==> config.mk <==
export PLATFORM = sky130hd
export DESIGN_NAME = sram_arbiter_flat
export DESIGN_NICKNAME = d
export VERILOG_FILES = /design/src/rtl/sram_arb_pkg.sv /design/src/rtl/sram_arbiter_if.sv /design/src/rtl/sram_arbiter_arb_pick.sv /design/src/rtl/sram_arbiter.sv /design/src/flat_wrapper.sv
export SDC_FILE = /design/constraint.sdc
export NUM_CORES = 1
export LEC_CHECK = 0
export CAP_MARGIN = 10
export CELL_PAD_IN_SITES_DETAIL_PLACEMENT = 0
export CELL_PAD_IN_SITES_GLOBAL_PLACEMENT = 2
export CORE_ASPECT_RATIO = 0.6
export CORE_MARGIN = 2
export CORE_UTILIZATION = 23
export DETAILED_ROUTE_END_ITERATION = 16
export HOLD_SLACK_MARGIN = 0.03
export PLACE_DENSITY = 0.79
export SYNTH_ARGS = -nofsm -noshare
export SYNTH_HDL_FRONTEND = slang
export SYNTH_SLANG_ARGS = --single-unit
==> constraint.sdc <==
create_clock -name Clk -period 1.8 [get_ports Clk]
set_clock_uncertainty 0.05 [all_clocks]
set_input_delay 0.27 -clock Clk [delete_from_list [all_inputs] [get_ports Clk]]
set_output_delay 0.27 -clock Clk [all_outputs]
set_load 0.005 [all_outputs]
==> src/rtl/sram_arb_pkg.sv <==
`default_nettype none
// ============================================================================
// Module      : sram_arb_pkg
// Description : Shared types and constants for the external SRAM arbiter:
//               FSM state encoding, requester port indices and the latched
//               request record.
// Revision    : 1.0 - initial release
// ============================================================================
package sram_arb_pkg;

    // Geometry of the external 1Mx16 SRAM; the request record is sized to it.
    localparam int SRAM_AW = 20;
    localparam int SRAM_DW = 16;

    // Requester port indices
    localparam logic PORT_CPU = 1'b0;
    localparam logic PORT_DBG = 1'b1;

    typedef enum logic [1:0] {
        ST_IDLE   = 2'd0,
        ST_SETUP  = 2'd1,
        ST_ACCESS = 2'd2,
        ST_DONE   = 2'd3
    } arb_state_t;

    typedef struct packed {
        logic               we;
        logic [1:0]         be;
        logic [SRAM_AW-1:0] addr;
        logic [SRAM_DW-1:0] wdata;
    } mem_req_t;

endpackage
`default_nettype wire

==> src/rtl/sram_arbiter_if.sv <==
`default_nettype none
// ============================================================================
// Module      : sram_arbiter_if
// Description : Bundle of the two requester ports and the SRAM-side strobes,
//               address and data paths of the SRAM arbiter.
//               slave  : arbiter view
//               master : requesters + tristate/Mem2IO view
// Ports       : p0_*/p1_* req/we/be/addr/wdata in, p0_ack/p1_ack out,
//               rdata/grant_id/busy out, CE/OE/WE/UB/LB/ADDR/Data_Mem_Out/
//               mem_drive out, Data_Mem_In in (directions from slave side).
// Revision    : 1.0 - initial release
// ============================================================================
interface sram_arbiter_if #(
    parameter int AW = 20,
    parameter int DW = 16
);
    logic          p0_req;
    logic          p1_req;
    logic          p0_we;
    logic          p1_we;
    logic [1:0]    p0_be;
    logic [1:0]    p1_be;
    logic [AW-1:0] p0_addr;
    logic [AW-1:0] p1_addr;
    logic [DW-1:0] p0_wdata;
    logic [DW-1:0] p1_wdata;
    logic          p0_ack;
    logic          p1_ack;
    logic [DW-1:0] rdata;
    logic          grant_id;
    logic          busy;
    logic          CE;
    logic          OE;
    logic          WE;
    logic          UB;
    logic          LB;
    logic [AW-1:0] ADDR;
    logic [DW-1:0] Data_Mem_Out;
    logic [DW-1:0] Data_Mem_In;
    logic          mem_drive;

    modport slave (
        input  p0_req, p1_req, p0_we, p1_we, p0_be, p1_be,
               p0_addr, p1_addr, p0_wdata, p1_wdata, Data_Mem_In,
        output p0_ack, p1_ack, rdata, grant_id, busy,
               CE, OE, WE, UB, LB, ADDR, Data_Mem_Out, mem_drive
    );

    modport master (
        output p0_req, p1_req, p0_we, p1_we, p0_be, p1_be,
               p0_addr, p1_addr, p0_wdata, p1_wdata, Data_Mem_In,
        input  p0_ack, p1_ack, rdata, grant_id, busy,
               CE, OE, WE, UB, LB, ADDR, Data_Mem_Out, mem_drive
    );

endinterface
`default_nettype wire

==> src/rtl/sram_arbiter_arb_pick.sv <==
`default_nettype none
// ============================================================================
// Module      : arb_pick
// Description : Combinational winner selection between the CPU port (0) and
//               the debug/loader port (1).
//               Optional macro SRAM_ARB_ROUND_ROBIN_EN: a tie goes to the port
//               named by i_rr_ptr; otherwise port 0 always wins a tie.
// Ports       : i_req0, i_req1  - requests
//               i_rr_ptr        - preferred port on a tie (macro builds only)
//               o_any           - at least one request present
//               o_winner        - index of the winning port
// Revision    : 1.0 - initial release
// ============================================================================
module arb_pick
    import sram_arb_pkg::*;
(
    input  wire logic i_req0,
    input  wire logic i_req1,
`ifdef SRAM_ARB_ROUND_ROBIN_EN
    input  wire logic i_rr_ptr,
`endif
    output logic      o_any,
    output logic      o_winner
);

    always_comb begin
        o_any    = i_req0 | i_req1;
        o_winner = PORT_CPU;
        if (i_req0 && i_req1) begin
`ifdef SRAM_ARB_ROUND_ROBIN_EN
            o_winner = i_rr_ptr;
`else
            o_winner = PORT_CPU;
`endif
        end else if (i_req1) begin
            o_winner = PORT_DBG;
        end
    end

endmodule
`default_nettype wire

==> src/rtl/sram_arbiter.sv <==
`default_nettype none
// ============================================================================
// Module      : sram_arbiter
// Description : Sequences every access to the external 1Mx16 SRAM and shares
//               it between the CPU port (0) and the debug/loader port (1).
//               Transfer: IDLE -> SETUP -> ACCESS x WAIT_CYCLES -> DONE -> IDLE.
//               All SRAM strobes are registered and active low.
//               Optional macro SRAM_ARB_ROUND_ROBIN_EN: round-robin tie break
//               (default build: fixed port-0 priority).
// Ports       : Clk, Reset (sync, active high)
//               bus - sram_arbiter_if.slave (requesters + SRAM side)
// Revision    : 1.0 - initial release
// ============================================================================
module sram_arbiter #(
    parameter int WAIT_CYCLES = 2,
    parameter int AW          = 20,
    parameter int DW          = 16
) (
    input  wire logic     Clk,
    input  wire logic     Reset,
    sram_arbiter_if.slave bus
);
    import sram_arb_pkg::*;

    localparam int c_cnt_w = (WAIT_CYCLES > 1) ? $clog2(WAIT_CYCLES) : 1;
    localparam logic [c_cnt_w-1:0] c_wait_load = c_cnt_w'(WAIT_CYCLES - 1);

    if (WAIT_CYCLES < 1) begin : g_bad_wait
        $error("sram_arbiter: WAIT_CYCLES must be at least 1");
    end
    // The request record is sized for the 1Mx16 part.
    if (AW != SRAM_AW || DW != SRAM_DW) begin : g_bad_geometry
        $error("sram_arbiter: AW/DW must match the SRAM geometry in sram_arb_pkg");
    end

    arb_state_t           r_state;
    arb_state_t           w_state_nx;
    mem_req_t             r_req;
    mem_req_t             w_req_nx;
    logic                 r_grant;
    logic                 w_grant_nx;
    logic [c_cnt_w-1:0]   r_wait;
    logic                 w_any;
    logic                 w_winner;
    logic                 w_take;
    logic [DW-1:0]        r_rdata;

    logic w_ce_nx, w_oe_nx, w_we_nx, w_ub_nx, w_lb_nx, w_drive_nx;
    logic w_ack0_nx, w_ack1_nx;
    logic r_ce, r_oe, r_we, r_ub, r_lb, r_drive, r_ack0, r_ack1;

    // A new transfer is accepted only from IDLE.
    assign w_take = (r_state == ST_IDLE) && w_any;

`ifdef SRAM_ARB_ROUND_ROBIN_EN
    // Port preferred on the next tie: the one not granted last.
    logic r_rr_ptr;

    always_ff @(posedge Clk) begin
        if (Reset) begin
            r_rr_ptr <= PORT_CPU;
        end else if (w_take) begin
            r_rr_ptr <= ~w_winner;
        end
    end
`endif

    arb_pick u_arb_pick (
        .i_req0   (bus.p0_req),
        .i_req1   (bus.p1_req),
`ifdef SRAM_ARB_ROUND_ROBIN_EN
        .i_rr_ptr (r_rr_ptr),
`endif
        .o_any    (w_any),
        .o_winner (w_winner)
    );

    // ---------------------------------------------------------------- FSM
    always_ff @(posedge Clk) begin
        if (Reset) begin
            r_state <= ST_IDLE;
        end else begin
            r_state <= w_state_nx;
        end
    end

    always_comb begin
        w_state_nx = r_state;
        case (r_state)
            ST_IDLE:   if (w_any) w_state_nx = ST_SETUP;
            ST_SETUP:  w_state_nx = ST_ACCESS;
            ST_ACCESS: if (r_wait == '0) w_state_nx = ST_DONE;
            ST_DONE:   w_state_nx = ST_IDLE;
            default:   w_state_nx = ST_IDLE;
        endcase
    end

    // Registered strobes are computed from the state being entered so that
    // they line up with that state's cycle.
    always_comb begin
        w_ce_nx    = 1'b1;
        w_oe_nx    = 1'b1;
        w_we_nx    = 1'b1;
        w_ub_nx    = 1'b1;
        w_lb_nx    = 1'b1;
        w_drive_nx = 1'b0;
        w_ack0_nx  = 1'b0;
        w_ack1_nx  = 1'b0;
        if (w_state_nx != ST_IDLE) begin
            // SETUP, ACCESS and DONE share CE/OE/UB/LB/drive; DONE is the hold cycle.
            w_ce_nx    = 1'b0;
            w_ub_nx    = ~w_req_nx.be[1];
            w_lb_nx    = ~w_req_nx.be[0];
            w_oe_nx    = w_req_nx.we;
            w_drive_nx = w_req_nx.we;
        end
        if (w_state_nx == ST_ACCESS) begin
            w_we_nx = ~w_req_nx.we;
        end
        if (w_state_nx == ST_DONE) begin
            w_ack0_nx = (w_grant_nx == PORT_CPU);
            w_ack1_nx = (w_grant_nx == PORT_DBG);
        end
    end

    // ------------------------------------------------------ request latch
    always_comb begin
        w_req_nx   = r_req;
        w_grant_nx = r_grant;
        if (w_take) begin
            w_grant_nx = w_winner;
            if (w_winner == PORT_DBG) begin
                w_req_nx = '{we: bus.p1_we, be: bus.p1_be, addr: bus.p1_addr, wdata: bus.p1_wdata};
            end else begin
                w_req_nx = '{we: bus.p0_we, be: bus.p0_be, addr: bus.p0_addr, wdata: bus.p0_wdata};
            end
        end
    end

    always_ff @(posedge Clk) begin
        if (Reset) begin
            r_req   <= '0;
            r_grant <= PORT_CPU;
        end else begin
            r_req   <= w_req_nx;
            r_grant <= w_grant_nx;
        end
    end

    // Counter is loaded in SETUP and counts the remaining ACCESS cycles.
    always_ff @(posedge Clk) begin
        if (Reset) begin
            r_wait <= '0;
        end else if (r_state == ST_SETUP) begin
            r_wait <= c_wait_load;
        end else if (r_state == ST_ACCESS && r_wait != '0) begin
            r_wait <= r_wait - c_cnt_w'(1);
        end
    end

    // Read data is taken on the last ACCESS edge; writes leave it alone.
    always_ff @(posedge Clk) begin
        if (Reset) begin
            r_rdata <= '0;
        end else if (r_state == ST_ACCESS && r_wait == '0 && !r_req.we) begin
            r_rdata <= bus.Data_Mem_In;
        end
    end

    always_ff @(posedge Clk) begin
        if (Reset) begin
            r_ce    <= 1'b1;
            r_oe    <= 1'b1;
            r_we    <= 1'b1;
            r_ub    <= 1'b1;
            r_lb    <= 1'b1;
            r_drive <= 1'b0;
            r_ack0  <= 1'b0;
            r_ack1  <= 1'b0;
        end else begin
            r_ce    <= w_ce_nx;
            r_oe    <= w_oe_nx;
            r_we    <= w_we_nx;
            r_ub    <= w_ub_nx;
            r_lb    <= w_lb_nx;
            r_drive <= w_drive_nx;
            r_ack0  <= w_ack0_nx;
            r_ack1  <= w_ack1_nx;
        end
    end

    // ------------------------------------------------------------ outputs
    assign bus.CE           = r_ce;
    assign bus.OE           = r_oe;
    assign bus.WE           = r_we;
    assign bus.UB           = r_ub;
    assign bus.LB           = r_lb;
    assign bus.mem_drive    = r_drive;
    assign bus.p0_ack       = r_ack0;
    assign bus.p1_ack       = r_ack1;
    assign bus.ADDR         = r_req.addr;
    assign bus.Data_Mem_Out = r_req.wdata;
    assign bus.rdata        = r_rdata;
    assign bus.grant_id     = r_grant;
    assign bus.busy         = (r_state != ST_IDLE);

endmodule
`default_nettype wire

==> src/flat_wrapper.sv <==
// flat-port wrapper written by rule: the top's interface ports become plain ports
module sram_arbiter_flat import sram_arb_pkg::*;
#(
    parameter int WAIT_CYCLES = 2,
    parameter int AW          = 20,
    parameter int DW          = 16
)
  (Clk, Reset, bus_p0_req, bus_p1_req, bus_p0_we, bus_p1_we, bus_p0_be, bus_p1_be, bus_p0_addr, bus_p1_addr, bus_p0_wdata, bus_p1_wdata, bus_Data_Mem_In, bus_p0_ack, bus_p1_ack, bus_rdata, bus_grant_id, bus_busy, bus_CE, bus_OE, bus_WE, bus_UB, bus_LB, bus_ADDR, bus_Data_Mem_Out, bus_mem_drive);
  sram_arbiter_if #(.AW(AW), .DW(DW)) bus_i ();
  input  wire logic Clk;
  input  wire logic Reset;
  input wire logic [$bits(bus_i.p0_req)-1:0] bus_p0_req;
  input wire logic [$bits(bus_i.p1_req)-1:0] bus_p1_req;
  input wire logic [$bits(bus_i.p0_we)-1:0] bus_p0_we;
  input wire logic [$bits(bus_i.p1_we)-1:0] bus_p1_we;
  input wire logic [$bits(bus_i.p0_be)-1:0] bus_p0_be;
  input wire logic [$bits(bus_i.p1_be)-1:0] bus_p1_be;
  input wire logic [$bits(bus_i.p0_addr)-1:0] bus_p0_addr;
  input wire logic [$bits(bus_i.p1_addr)-1:0] bus_p1_addr;
  input wire logic [$bits(bus_i.p0_wdata)-1:0] bus_p0_wdata;
  input wire logic [$bits(bus_i.p1_wdata)-1:0] bus_p1_wdata;
  input wire logic [$bits(bus_i.Data_Mem_In)-1:0] bus_Data_Mem_In;
  output wire logic [$bits(bus_i.p0_ack)-1:0] bus_p0_ack;
  output wire logic [$bits(bus_i.p1_ack)-1:0] bus_p1_ack;
  output wire logic [$bits(bus_i.rdata)-1:0] bus_rdata;
  output wire logic [$bits(bus_i.grant_id)-1:0] bus_grant_id;
  output wire logic [$bits(bus_i.busy)-1:0] bus_busy;
  output wire logic [$bits(bus_i.CE)-1:0] bus_CE;
  output wire logic [$bits(bus_i.OE)-1:0] bus_OE;
  output wire logic [$bits(bus_i.WE)-1:0] bus_WE;
  output wire logic [$bits(bus_i.UB)-1:0] bus_UB;
  output wire logic [$bits(bus_i.LB)-1:0] bus_LB;
  output wire logic [$bits(bus_i.ADDR)-1:0] bus_ADDR;
  output wire logic [$bits(bus_i.Data_Mem_Out)-1:0] bus_Data_Mem_Out;
  output wire logic [$bits(bus_i.mem_drive)-1:0] bus_mem_drive;
  assign bus_i.p0_req = bus_p0_req;
  assign bus_i.p1_req = bus_p1_req;
  assign bus_i.p0_we = bus_p0_we;
  assign bus_i.p1_we = bus_p1_we;
  assign bus_i.p0_be = bus_p0_be;
  assign bus_i.p1_be = bus_p1_be;
  assign bus_i.p0_addr = bus_p0_addr;
  assign bus_i.p1_addr = bus_p1_addr;
  assign bus_i.p0_wdata = bus_p0_wdata;
  assign bus_i.p1_wdata = bus_p1_wdata;
  assign bus_i.Data_Mem_In = bus_Data_Mem_In;
  assign bus_p0_ack = bus_i.p0_ack;
  assign bus_p1_ack = bus_i.p1_ack;
  assign bus_rdata = bus_i.rdata;
  assign bus_grant_id = bus_i.grant_id;
  assign bus_busy = bus_i.busy;
  assign bus_CE = bus_i.CE;
  assign bus_OE = bus_i.OE;
  assign bus_WE = bus_i.WE;
  assign bus_UB = bus_i.UB;
  assign bus_LB = bus_i.LB;
  assign bus_ADDR = bus_i.ADDR;
  assign bus_Data_Mem_Out = bus_i.Data_Mem_Out;
  assign bus_mem_drive = bus_i.mem_drive;
  sram_arbiter #(.WAIT_CYCLES(WAIT_CYCLES), .AW(AW), .DW(DW)) u_core (.Clk(Clk), .Reset(Reset), .bus(bus_i));
endmodule
Word level (Yosys, flattened, before mapping)
Index checks and enable logic that the tools add are counted.
Storage, ports and cells
  memory bits (writable): 0
  logic and storage cells: 55
  memories kept: 0
  bits in registers: 67
  input port bits: 98
  bits in latches: 0
  output and inout port bits: 62
  memory bits (read-only): 0
Cells by class
  div/mod/pow operators: 0
  shift operators: 0
  add/subtract/negate cells: 1
  bitwise operators: 9
  multipliers: 0
  $lt $le $gt $ge: 0
  reductions and logical operators: 13
  equal/unequal tests: 5
  mux-type cells: 11
Operator list (count)
  $mux W39: 2
  $eq A2 B2 Y1 const B: 4
  $not A1 Y1: 8
  $pmux W2 S4: 1
  $mux W1: 6
  $reduce_bool A2 Y1: 3
  $reduce_or A2 Y1: 3
  $logic_and A1 B1 Y1: 5
  $mux W2: 2
  $eq A2 B1 Y1 const B: 1
  $logic_not A2 Y1: 1
  $logic_not A1 Y1: 1
  $or A1 B1 Y1: 1
  $sub A1 B1 Y1 const B: 1

Logic depth before layout (Yosys ltp)
Gate-level depths: netlist of run 1.
  depth after elaboration: 6
  depth in mapped cells: 6
  gate-level depth less buffers: 4

Cells and area by module
From an unflattened synthesis of run 1, not the netlist that was laid out.
Unflattened totals
  cells, all modules: 328
  area, all modules: 3069.2 µm²
Modules (own cells, without submodules)
  sram_arbiter: area each 3056.7 µm², cells each 326, instances 1, seq. area each 1341.3 µm²
  arb_pick: area each 12.5 µm², cells each 2, instances 1, seq. area each 0.0 µm²

Worst setup path before layout of run 1
No wires, ideal clock.
  path kind: reg2reg
  start point: reg u_core.r_state[0]
  end point: reg u_core.r_rdata[6], in the netlist u_core.bus.rdata[6]
  library setup time: 0.132 ns
  setup slack: 0.339 ns
  data arrival time: 1.278 ns
  clock period less this slack: 1.461 ns
  required time: 1.618 ns
  cell stages (with the launch flop): 6
  buffers on the path: 2
  path through: dfxtp_1 -> or4b_1 -> buf_2 -> buf_2 -> nand2_1 -> a21oi_1
Between the ends
  word-level cells in the longest chain between the ends: 3
RTL lines
  from (decl): line sram_arbiter.sv:36  | arb_state_t r_state;
  from (signal assigned): line sram_arbiter.sv:83  | r_state <= w_state_nx;
  $eq A2 B2 Y1: line sram_arbiter.sv:165  | end else if (r_state == ST_ACCESS && r_wait == '0 && !r_req.we) begin
  $logic_and A1 B1 Y1 (2 in series): line sram_arbiter.sv:165
  to (signal assigned): line sram_arbiter.sv:166  | r_rdata <= bus.Data_Mem_In;
  to (decl): line sram_arbiter.sv:46  | logic [DW-1:0] r_rdata;
Every way passes these cells.
A chain may end at the register's enable or synchronous reset.

Final worst setup path of run 1
  start point: reg u_core.r_state[0]
  end point: out bus_busy
Between the ends
  word-level cells in the longest chain between the ends: 1
RTL lines
  $reduce_bool A2 Y1: line sram_arbiter.sv:205  | assign bus.busy = (r_state != ST_IDLE);
  to (decl): line flat_wrapper.sv:27  | output wire logic [$bits(bus_i.busy)-1:0] bus_busy;
Every way passes these cells.

==> qor.txt, run 1 <==
Crit share post-route - 94.3%
Final Slew Violations - 0
Hold Path Class - in -> reg
Die height - 95.1 um
Status - completed
Library cells used by synthesis - 28
Crit Path Class - reg -> out
Ys Warns - 0
Pwr dens - 930 nW/um2
Post-synthesis cell area - 3180 um2
Initial core utilization - 23.4%
Grt ovf - 0
TritonRoute pass-1 iters - 4
Synthesized flop and latch total - 67
GRT Total Usage - 12.6%
Drt total wl - 9240 um
# hold bufs at CTS - 0
Vias - 2737
CP required - 1480 ps
Initial antenna violation count - 1
# rows - 33
CTS Buffer Depth - 2
I/O pin total - 160
Final count of hold timing violations - 0
CTS Buf Count - 9
H-Tree Depth - 3
First-pass GRT wire length - 14300 um
Placed Cells - 615
Slew @ Worst Pin - 414 ps
Core Box Area - 13600 um2
Syn Inst Count - 327
Fillers - 1381
Antenna-violating nets left - 0
Wirelength per Cell - 14.6 um
CTS tree - yes
Final Hold Slack - 134 ps
Die ar. - 14800 um2
Syn avg cell area - 9.72 um2
Routability cong. - 0.697
Share of cells above drive strength 1 - 13.8%
DP Wirelength - 7010 um
I/O Buffers - 159
Mapped Nets - 425
Num Clock Sinks - 67
Worst Path Max Fanout - 7
Number of max-cap violations - 0
Setup crit end kind - output pin
Final setup viols - 0
Largest net degree at the start of global routing - 36
Root Driver - clkbuf_16
Sequential share of the synthesized area - 42.2%
Total Nets Final - 551
RSZ-0062 raised after global routing - no
1st-iter DRT viols - 88
Vias in the first global route - 2697
Residual DRC - 0
Final cell count without fillers - 633
Vias per cell - 4.32
Layout area overhead - 58.5%
Number of synthesized flops with an enable pin - 0
Rel. slew slack - 72.4%
Final antenna diode count - 0
Worst-path clk slew - 50 ps
Worst setup SP type - flop
Prevailing post-synth register cell - dfxtp_1
Ys async rst share - 0%
Fin crit period - 1700 ps
Leak - 1.79 nW
Worst Path Arrival - 1380 ps
Setup TNS - 0 ps
Max VDD drop - 0.398 mV
Die W - 156 um
Fmax - 589 MHz
Clock Latency Late Sink - 320 ps
area by class of cell:
| cell class | count | area (um2) | area share (%) |
|---|---|---|---|
| clock inverter | 3 | 15.0 | 0.298 |
| timing repair buffer | 179 | 1810 | 35.9 |
| clock buffer | 13 | 240 | 4.77 |
| sequential | 67 | 1350 | 26.7 |
| multi-input combinational | 193 | 1400 | 27.7 |
| inverter | 3 | 11.3 | 0.223 |
| tap | 175 | 219 | 4.34 |
sequential cells by signal (all words and copies together) (netlist names):
signal	cells
u_core.bus.OE	1
u_core.bus.Data_Mem_Out	16
u_core.bus.rdata	16
u_core.bus.LB	1
u_core.bus.WE	1
u_core.bus.grant_id	1
u_core.bus.UB	1
u_core.bus.p1_ack	1
u_core.bus.p0_ack	1
u_core.r_wait	1
u_core.bus.mem_drive	1
u_core.bus.ADDR	20
u_core.r_state	2
u_core.r_req	3
u_core.bus.CE	1
cell families after synthesis:
family / share of synthesized area (%)
AND/OR/NAND/NOR: 8.11
AO/OA/AOI/OAI: 23.6
flip-flops: 42.2
buffers and inverters: 14.1
multiplexers: 12.0
final timing paths:
check                              startpoint                          endpoint  slack (ps)  cells past startpoint
max              u_core.r_state[0]$_SDFF_PP0_                          bus_busy         100                      3
min                                     Reset          u_core.bus.WE$_SDFF_PP1_         130                      2
max reg2reg      u_core.r_state[0]$_SDFF_PP0_          u_core.bus.UB$_SDFF_PP1_         300                      5
min reg2reg  u_core.bus.rdata[6]$_SDFFE_PP0P_  u_core.bus.rdata[6]$_SDFFE_PP0P_         400                      2
layout by cell type (no fill, tap or decap), drive strengths merged, types with 2 or more instances in the layout:
| cell type | Yosys | final |
|---|---|---|
| dfxtp | 67 | 67 |
| buf | 52 | 21 |
| nor3 | 3 | 3 |
| a21oi | 59 | 59 |
| nand2 | 34 | 34 |
| mux2i | 38 | 38 |
| nor3b | 2 | 2 |
| a211o | 2 | 2 |
| clkbuf | 12 | 13 |
| clkdlybuf4s50 | 0 | 158 |
| inv | 3 | 3 |
| o21ai | 2 | 2 |
| clkinv | 0 | 3 |
| or4b | 2 | 2 |
| nor2 | 2 | 2 |
| a211oi | 38 | 38 |
| nand2b | 3 | 3 |
synth_stat cells, types with 2 or more instances:
cell,count,area (um2)
dfxtp_1,67,1340
a21oi_1,59,295
buf_4,38,285
mux2i_1,38,380
nand2_1,34,128
a211oi_2,23,288
a211oi_1,15,113
clkbuf_1,12,45.0
buf_2,8,40.0
buf_6,6,67.6
inv_1,3,11.3
nand2b_1,3,18.8
nor3_1,3,15.0
a211o_1,2,17.5
nor3b_1,2,15.0
or4b_1,2,20.0
metal layers:
layer | track usage, % | part of all wire [%]
met5 | 0 | 0.14
met2 | 19.4 | 44
met4 | 3.21 | 0.39
met1 | 14.9 | 44
met3 | 7.64 | 12
critical path, stage by stage (launching register included):
cell and delay (ps):
dfxtp_4 370, nor2_4 150, inv_1 80, clkdlybuf4s50_1 450
what timing repair did:
action / 4_1_cts / 5_1_grt
setup endpoints to repair: 1 / 1
gates resized for setup: 2 / 1
hold endpoints to repair: 0 / 0
cloned: 0 / 0
buffers inserted: 0 / 2
pin swaps: 0 / 1
stage by stage:
| stage | setup slack, ps | power [mW] | util, % | cell area (um2) |
|---|---|---|---|---|
| 6_report | 103 | 4.69 | 37.1 | 5040 |
| 4_1_cts | 25.0 | 4.76 | 37.0 | 5020 |
| 5_1_grt | 40.4 | 4.95 | 37.1 | 5040 |
| 3_3_place_gp | -110 | 3.16 | 35.1 | 4760 |
| 2_1_floorplan | 339 | 2.58 | - | 3180 |
| 3_5_place_dp | -115 | 3.18 | 35.1 | 4760 |
power breakdown:
group          switching (mW)  total (mW)  internal, mW
sequential              0.108        1.79          1.68
clock                   0.614        1.54         0.926
combinational           0.562        1.36         0.798
Power figures use the tool's default switching activity.
==> inputs of run 2 (changes only) <==
Settings changed: PLACE_DENSITY 0.79 to 0.93.
==> run 2 against run 1 <==
Compared with the run above: sequential cell count unchanged; worst hold slack better by 210 ps; worst setup slack worse by 9.4 ps; sequential share of layout area down 0.23 points; global-route usage down 0.12 points; final cell count up 0.47%; largest cell class unchanged; highest routed layer is now met4.
==> qor.txt, run 2 (same netlist as run 1, synthesis figures left out) <==
Hold Path Class - in -> reg
Worst Path Arrival - 1390 ps
# rows - 33
I/O pin total - 160
Setup TNS - 0 ps
Cell Area, Placed - 4760 um2
Setup crit end kind - output pin
Slew @ Worst Pin - 582 ps
TritonRoute pass-1 iters - 4
Fin crit period - 1710 ps
Post-layout util - 37.4%
Crit Path Class - reg -> out
Wirelength per Cell - 14.4 um
DP Wirelength - 6910 um
Layout area overhead - 59.6%
Max incr delay on CP - 510 ps
CTS tree - yes
Num Clock Sinks - 67
Die height - 95.1 um
Final antenna diode count - 0
I/O Buffers - 159
Final setup viols - 0
Worst Path Max Fanout - 7
Grt ovf - 0
GRT Total Usage - 12.5%
Clock Latency Late Sink - 320 ps
Final Hold Slack - 347 ps
Status - completed
H-Tree Depth - 3
Final cell count without fillers - 636
Core Box Area - 13600 um2
Worst setup SP type - flop
CP cell instances - nor2_4, inv_1, clkdlybuf4s50_1
Rel. slew slack - 61.2%
Worst-path clk slew - 50 ps
Antenna-violating nets left - 0
Root Driver - clkbuf_16
Total power - 4.94 mW
Largest net degree at the start of global routing - 27
Met3 Wirelength - 932 um
Final Slew Violations - 0
Top routing layer used - met4
Post-placement setup slack - -130 ps
CTS Buffer Depth - 2
Share of cells above drive strength 1 - 14.5%
Fmax - 586 MHz
Die ar. - 14800 um2
CP max stage cell - clkdlybuf4s50_1
CTS Buf Count - 9
Number of max-cap violations - 0
Max VDD drop - 0.437 mV
Residual DRC - 0
Vias per cell - 4.33
Setup WS post-layout - 93.8 ps
Vias in the first global route - 2833
Most frequent cells in the layout - 158 x clkdlybuf4s50_1, 65 x dfxtp_1, 59 x a21oi_1
First-pass GRT wire length - 14300 um
Vias - 2757
Initial core utilization - 23.4%
1st-iter DRT viols - 79
RSZ-0062 raised after global routing - no
Pwr dens - 973 nW/um2
Met2 WL - 4200 um
Max FFs per register - 20
Leak - 1.82 nW
Fillers - 1357
Routability cong. - 0.702
M1 WL - 4000 um
Die W - 156 um
Initial antenna violation count - 0
Crit share post-route - 94.8%
CP required - 1480 ps
Most common cell after layout, fill and taps aside - clkdlybuf4s50_1
Placed Cells - 619
Finished Cell Area - 5070 um2
Total Nets Final - 554
Final count of hold timing violations - 0
Drt total wl - 9150 um
-- run 2: changes by cell type in the layout (fill, tap and decap cells not counted), sizes merged --
cell / previous run / this run
buf: 21 / 24
clkbuf: 13 / 15
bufinv: 0 / 1
clkinv: 3 / 0
-- run 2: path summary, 6_finish.rpt --
path | startpoint | end | slack [ps] | cells after the start
setup / recovery | u_core.r_state[0]$_SDFF_PP0_ | bus_busy | 90 | 3
hold / removal | Reset | u_core.bus.Data_Mem_Out[1]$_SDFFE_PP0P_ | 350 | 2
setup reg to reg | u_core.r_state[0]$_SDFF_PP0_ | u_core.bus.rdata[1]$_SDFFE_PP0P_ | 200 | 3
hold reg to reg | u_core.bus.rdata[4]$_SDFFE_PP0P_ | u_core.bus.rdata[4]$_SDFFE_PP0P_ | 400 | 2
-- run 2: area by class of cell --
type	count	area, um2	area share, %
repair buffers	182	1800	35.4
multi-input cells	193	1400	27.5
flip-flops and latches	67	1340	26.5
clock buffers	15	278	5.47
well taps	175	219	4.31
clock inverters	1	30.0	0.592
inverters	3	11.3	0.222
-- run 2: what timing repair did --
action                                  4_1_cts  5_1_grt
resized for setup                             2        0
endpoints found under the setup margin        1        0
buffers inserted                              1        0
hold buffers                                  0        0
-- run 2: layer usage --
layer  vias up  global-route usage, %
li1       1382                      -
met1      1276                   14.3
met2        95                   20.8
met3         4                   6.77
met4         0                   2.52
met5         -                      0
-- run 2: worst max-delay path: cells and delay by family, from the launching register on --
kind                   cells  cell delay [ps]
flip-flops                 1              430
buffers and inverters      2              580
AND/OR/NAND/NOR            1               60
-- run 2: report_power, final --
group	internal [mW]	switching, mW
clock network	1.19	0.612
registers	1.68	0.113
logic	0.791	0.557
